[config.mk]
export PLATFORM = sky130hd
export DESIGN_NAME = operand_fetch
export DESIGN_NICKNAME = d
export VERILOG_FILES = /design/src/rtl/operand_fetch.sv
export SDC_FILE = /design/constraint.sdc
export NUM_CORES = 1
export LEC_CHECK = 0
export CAP_MARGIN = 10
export CORE_AREA = 2 2 98 100
export DETAILED_ROUTE_END_ITERATION = 16
export DIE_AREA = 0 0 100 102
export PLACE_DENSITY = 0.78
export SKIP_CTS_REPAIR_TIMING = 1
export SLEW_MARGIN = 20
export SYNTH_ARGS = -nofsm -noshare
export SYNTH_HDL_FRONTEND = slang
export SYNTH_SLANG_ARGS = --single-unit
[constraint.sdc]
create_clock -name clk -period 1.83 [get_ports clk]
set_clock_uncertainty 0.05 [all_clocks]
set_input_delay 0.4575 -clock clk [delete_from_list [all_inputs] [get_ports clk]]
set_output_delay 0.4575 -clock clk [all_outputs]
set_load 0.01 [all_outputs]
[src/rtl/operand_fetch.sv]
// ============================================================================
// Module   : operand_fetch
// Purpose  : Fetches rs1/rs2 operands via a single shared register-file port.
//            Writeback traffic has priority on that port. The optional define
//            OPERAND_FETCH_BYPASS_EN forwards writebacks into operands held in OUT.
// Revision : 1.0 - initial release
// ============================================================================
`timescale 1ns/1ps
`default_nettype none

module operand_fetch (
  input  logic        clk,
  input  logic        rst_n,
  input  logic        instr_valid,
  input  logic [4:0]  rs1,
  input  logic [4:0]  rs2,
  output logic        instr_ready,
  input  logic        wb_valid,
  input  logic [4:0]  wb_addr,
  input  logic [31:0] wb_data,
  output logic        rf_write,
  output logic [4:0]  rf_addr,
  output logic [31:0] rf_wdata,
  input  logic [31:0] rf_rdata,
  output logic        op_valid,
  input  logic        op_ready,
  output logic [31:0] op_a,
  output logic [31:0] op_b
);

  localparam int c_REG_W  = 5;
  localparam int c_DATA_W = 32;

  typedef enum logic [2:0] {
    S_IDLE    = 3'd0,
    S_ISSUE_A = 3'd1,
    S_ISSUE_B = 3'd2,
    S_CAPT_B  = 3'd3,
    S_OUT     = 3'd4
  } state_t;

  state_t              r_state;
  logic [c_REG_W-1:0]  r_rs1;
  logic [c_REG_W-1:0]  r_rs2;
  logic                r_op_valid;
  logic [c_DATA_W-1:0] r_op_a;
  logic [c_DATA_W-1:0] r_op_b;

  logic w_accept;
  logic w_handshake;
  logic w_wb_live;
  logic w_byp_a;
  logic w_byp_b;

  assign instr_ready = rst_n && (r_state == S_IDLE);
  assign w_accept    = instr_valid && instr_ready;
  assign w_handshake = r_op_valid && op_ready;
  assign w_wb_live   = wb_valid && (wb_addr != '0);

`ifdef OPERAND_FETCH_BYPASS_EN
  assign w_byp_a = w_wb_live && (wb_addr == r_rs1);
  assign w_byp_b = w_wb_live && (wb_addr == r_rs2);
`else
  assign w_byp_a = 1'b0;
  assign w_byp_b = 1'b0;
`endif

  // Writeback owns the port whenever it is requested, even for a dropped r0 write.
  assign rf_write = rst_n && w_wb_live;
  assign rf_wdata = wb_data;

  always_comb begin
    rf_addr = '0;
    if (rst_n) begin
      if (wb_valid)
        rf_addr = wb_addr;
      else if (r_state == S_ISSUE_A)
        rf_addr = r_rs1;
      else if (r_state == S_ISSUE_B)
        rf_addr = r_rs2;
    end
  end

  always_ff @(posedge clk or negedge rst_n) begin
    if (!rst_n) begin
      r_state    <= S_IDLE;
      r_rs1      <= '0;
      r_rs2      <= '0;
      r_op_valid <= 1'b0;
      r_op_a     <= '0;
      r_op_b     <= '0;
    end else begin
      case (r_state)
        S_IDLE: begin
          if (w_accept) begin
            r_rs1   <= rs1;
            r_rs2   <= rs2;
            r_state <= S_ISSUE_A;
          end
        end
        S_ISSUE_A: begin
          if (!wb_valid)
            r_state <= S_ISSUE_B;
        end
        S_ISSUE_B: begin
          // rf_rdata still holds the rs1 read while stalled here.
          r_op_a <= (r_rs1 == '0) ? '0 : rf_rdata;
          if (!wb_valid)
            r_state <= S_CAPT_B;
        end
        S_CAPT_B: begin
          r_op_b     <= (r_rs2 == '0) ? '0 : rf_rdata;
          r_op_valid <= 1'b1;
          r_state    <= S_OUT;
        end
        S_OUT: begin
          if (w_byp_a)
            r_op_a <= wb_data;
          if (w_byp_b)
            r_op_b <= wb_data;
          if (w_handshake) begin
            r_op_valid <= 1'b0;
            r_state    <= S_IDLE;
          end
        end
        default: begin
          r_op_valid <= 1'b0;
          r_state    <= S_IDLE;
        end
      endcase
    end
  end

  assign op_valid = r_op_valid;
  assign op_a     = r_op_a;
  assign op_b     = r_op_b;

endmodule

`default_nettype wire

==> summary.md <==
| Metric | Value |
|---|---|
| Total grt overflow | 0 |
| Leading cell types by total area after synthesis | dfrtp_1, nand2_1, buf_4 |
| Vias per cell | 5.044 |
| Tmin final | 2.013 ns |
| Crit-path cells | nor2b_4 -> a22o_1 -> a32o_2 -> buf_6 |
| RSZ-0062 raised after global routing | yes |
| Power density over cell area | 1699 nW/um^2 |
| Startpoint types | register |
| Global placement routability congestion | 0.8127 |
| Max Cap Viol | 0 |
| Sink Count | 78 |
| Crit path max-delay cell type | dfrtp_2 |
| R2r setup slk | 0.07 ns |
| Fin. max-slew vios | 0 |
| Wire per inst | 16.07 um |
| Final wirelength | 9591 um |
| Area leader, netlist | dfrtp_1 |
| Final Worst Setup Slack | -0.1826 ns |
| Dominant synthesized flop cell | dfrtp_1 |
| Mapped cell area | 3608 um^2 |
| Largest net degree at the start of global routing | 55 |
| Total power | 8.518 mW |
| # rows | 35 |
| Initial core utilization | 39.62% |
| Slew Limit Headroom | 54.07% |
| Worst-margin pin slew | 0.6889 ns |
| Area share of the largest cell type after synthesis | 54.09% |
| Layout net count | 565 |
| GRT Overall Usage | 18.86% |
| Final HPWL DP | 6832 um |
| Num ports | 188 |
| Final hold viol count | 0 |
| Fin Hold WS | 0.2401 ns |
| Req. time, crit path | 1.32 ns |
| 1st-iter DRT viols | 158 |
| Setup violators final | 6 |
| Clock buffer depth | 2 |
| Crit path largest cell delay | 0.43 ns |
| Die width | 100 um |
| Failing checks | negative setup slack |
| Worst vdd ir | 0.7908 mV |
| Final ANT Viol Nets | 0 |
| Worst-case reg-to-reg path depth | 5 |
| Area Overhead vs Synth | 38.94% |
| R2R Path End | r_rs2[2] |
| R2R Path Start | r_state[0] |
| Root Buffer | clkbuf_8 |
| Synth Area per Inst | 9.546 um^2 |
| Most frequent cell after synthesis | nand2_1 |
| Run status | finished, violations left |
| First-pass GRT wire length | 15,110 um |
| Hold/Removal Path Class | in2async |
| Syn nets | 462 |
| FF+latch count, synth | 78 |
| Critical path arrival | 1.51 ns |
| Final worst-path cycle share | 110.0% |
| Initial antenna violation count | 0 |
| Worst setup path class | reg2out |
| Dpl cells | 578 |
| CP endpoint kind | primary output |
| Die Y | 102 um |
| Level count of the clock H-tree | 3 |
| Diodes inserted | 0 |
| # port buffers | 123 |
| Fin cells | 597 |
| Area of the die | 10,200 um^2 |
| Pre-CTS setup slack | -0.6101 ns |
| Sequential cell area fraction in the yosys report | 54.09% |
| Fillers | 824 |
| Number of enable flip-flop cells after synthesis | 0 |
| Critical-path maximum fanout | 6 |
| Clock latency on the worst-skew pair | 0.33 ns |
| Synthesized instance count | 378 |
| Lkg Pwr | 2.262 nW |
| Post-Route Setup TNS | -0.9823 ns |
| Drt pass-1 iters | 4 |
| Commonest cells in the netlist | nand2_1, dfrtp_1, buf_4 |
| Cell family with most CP delay | compound AO/OA/AOI/OAI gates |
| Ys Warns | 0 |
| Clk slew on worst S/H paths | 0.09 ns |
| Core footprint | 9109 um^2 |
| Number of global-route vias before repair | 2,987 |
| DRC violations left | 0 |
| Bufs and invs on worst path | 1 |
| Max Clock Freq | 0.4969 GHz |
| Post-synth ARST share | 100.0% |
| Final core area utilization | 55.04% |
| CTS tree | built |
| Count of cell types in the netlist | 29 |
| TritonCTS Buffers | 9 |
| Vias | 3,011 |
| Cell area after layout | 5014 um^2 |
| Placed Area | 4761 um^2 |
| Share of cells above drive strength 1 | 14.61% |
state kept, by name (all words and copies together) (netlist names):
register  flops
op_a         32
op_b         32
op_valid      1
r_rs1         5
r_rs2         5
r_state       3
report_power, final:
| group | switching (mW) | internal [mW] | leakage (nW) |
|---|---|---|---|
| clock network | 0.634 | 0.703 | 0.0976 |
| logic | 1.88 | 2.20 | 1.21 |
| registers | 0.517 | 2.58 | 0.954 |
metal layers:
metal | wire, um | GRT usage [%]
met4 | 98 | 5.690
met5 | 0 | 0
met2 | 4922 | 32.43
met3 | 419 | 3.557
met1 | 4151 | 24.42
cells by family after synthesis:
| logic type | share of synthesized area (%) |
|---|---|
| muxes | 4.057 |
| and+or+nand+nor | 18.17 |
| buffers and inverters | 11.37 |
| AOI/OAI and AO/OA | 12.31 |
| DFF | 54.09 |
cells in the final DEF (no fill, tap or decap), types with 2 or more instances in the layout:
cell type / n
a32o_1: 4
nand3b_1: 2
buf_4: 25
nor2_1: 4
clkbuf_8: 11
a21oi_1: 4
clkdlybuf4s50_1: 109
clkinvlp_4: 3
dfrtp_1: 77
buf_2: 6
o21ai_1: 31
nand2_1: 131
o21ai_0: 35
mux2_4: 9
dlymetal6s2s_1: 6
a22o_1: 5
nor2b_4: 2
how the worst max path moves through the flow:
stage,start,end,slack [ns],cells after the start
final,r_state[1],rf_addr[1],-0.18,4
after global routing,r_state[1],rf_addr[1],-0.23,4
after CTS,r_state[1],rf_addr[1],-0.73,4
after detailed placement,wb_valid,rf_addr[1],-0.61,5
after global placement,wb_valid,rf_addr[0],-0.59,5
after floorplan,wb_valid,rf_addr[3],0.06,3
worst register-to-register path, delay by kind of cell (launching register included):
kind | cells | cell delay [ns]
buf+inv | 2 | 0.37
simple gates | 2 | 0.46
flops | 1 | 0.43
mux | 1 | 0.33
cell type report:
type                       count  area [um^2]  area share (%)
clock inverter                 5        57.56           1.148
multi-input combinational    242         1284           25.61
clock buffer                  11        151.4           3.020
timing repair buffer         149         1425           28.43
inverter                       1        3.754         0.07487
tap                          111        138.9           2.770
sequential                    78         1953           38.96
Power figures use the tool's default switching activity.
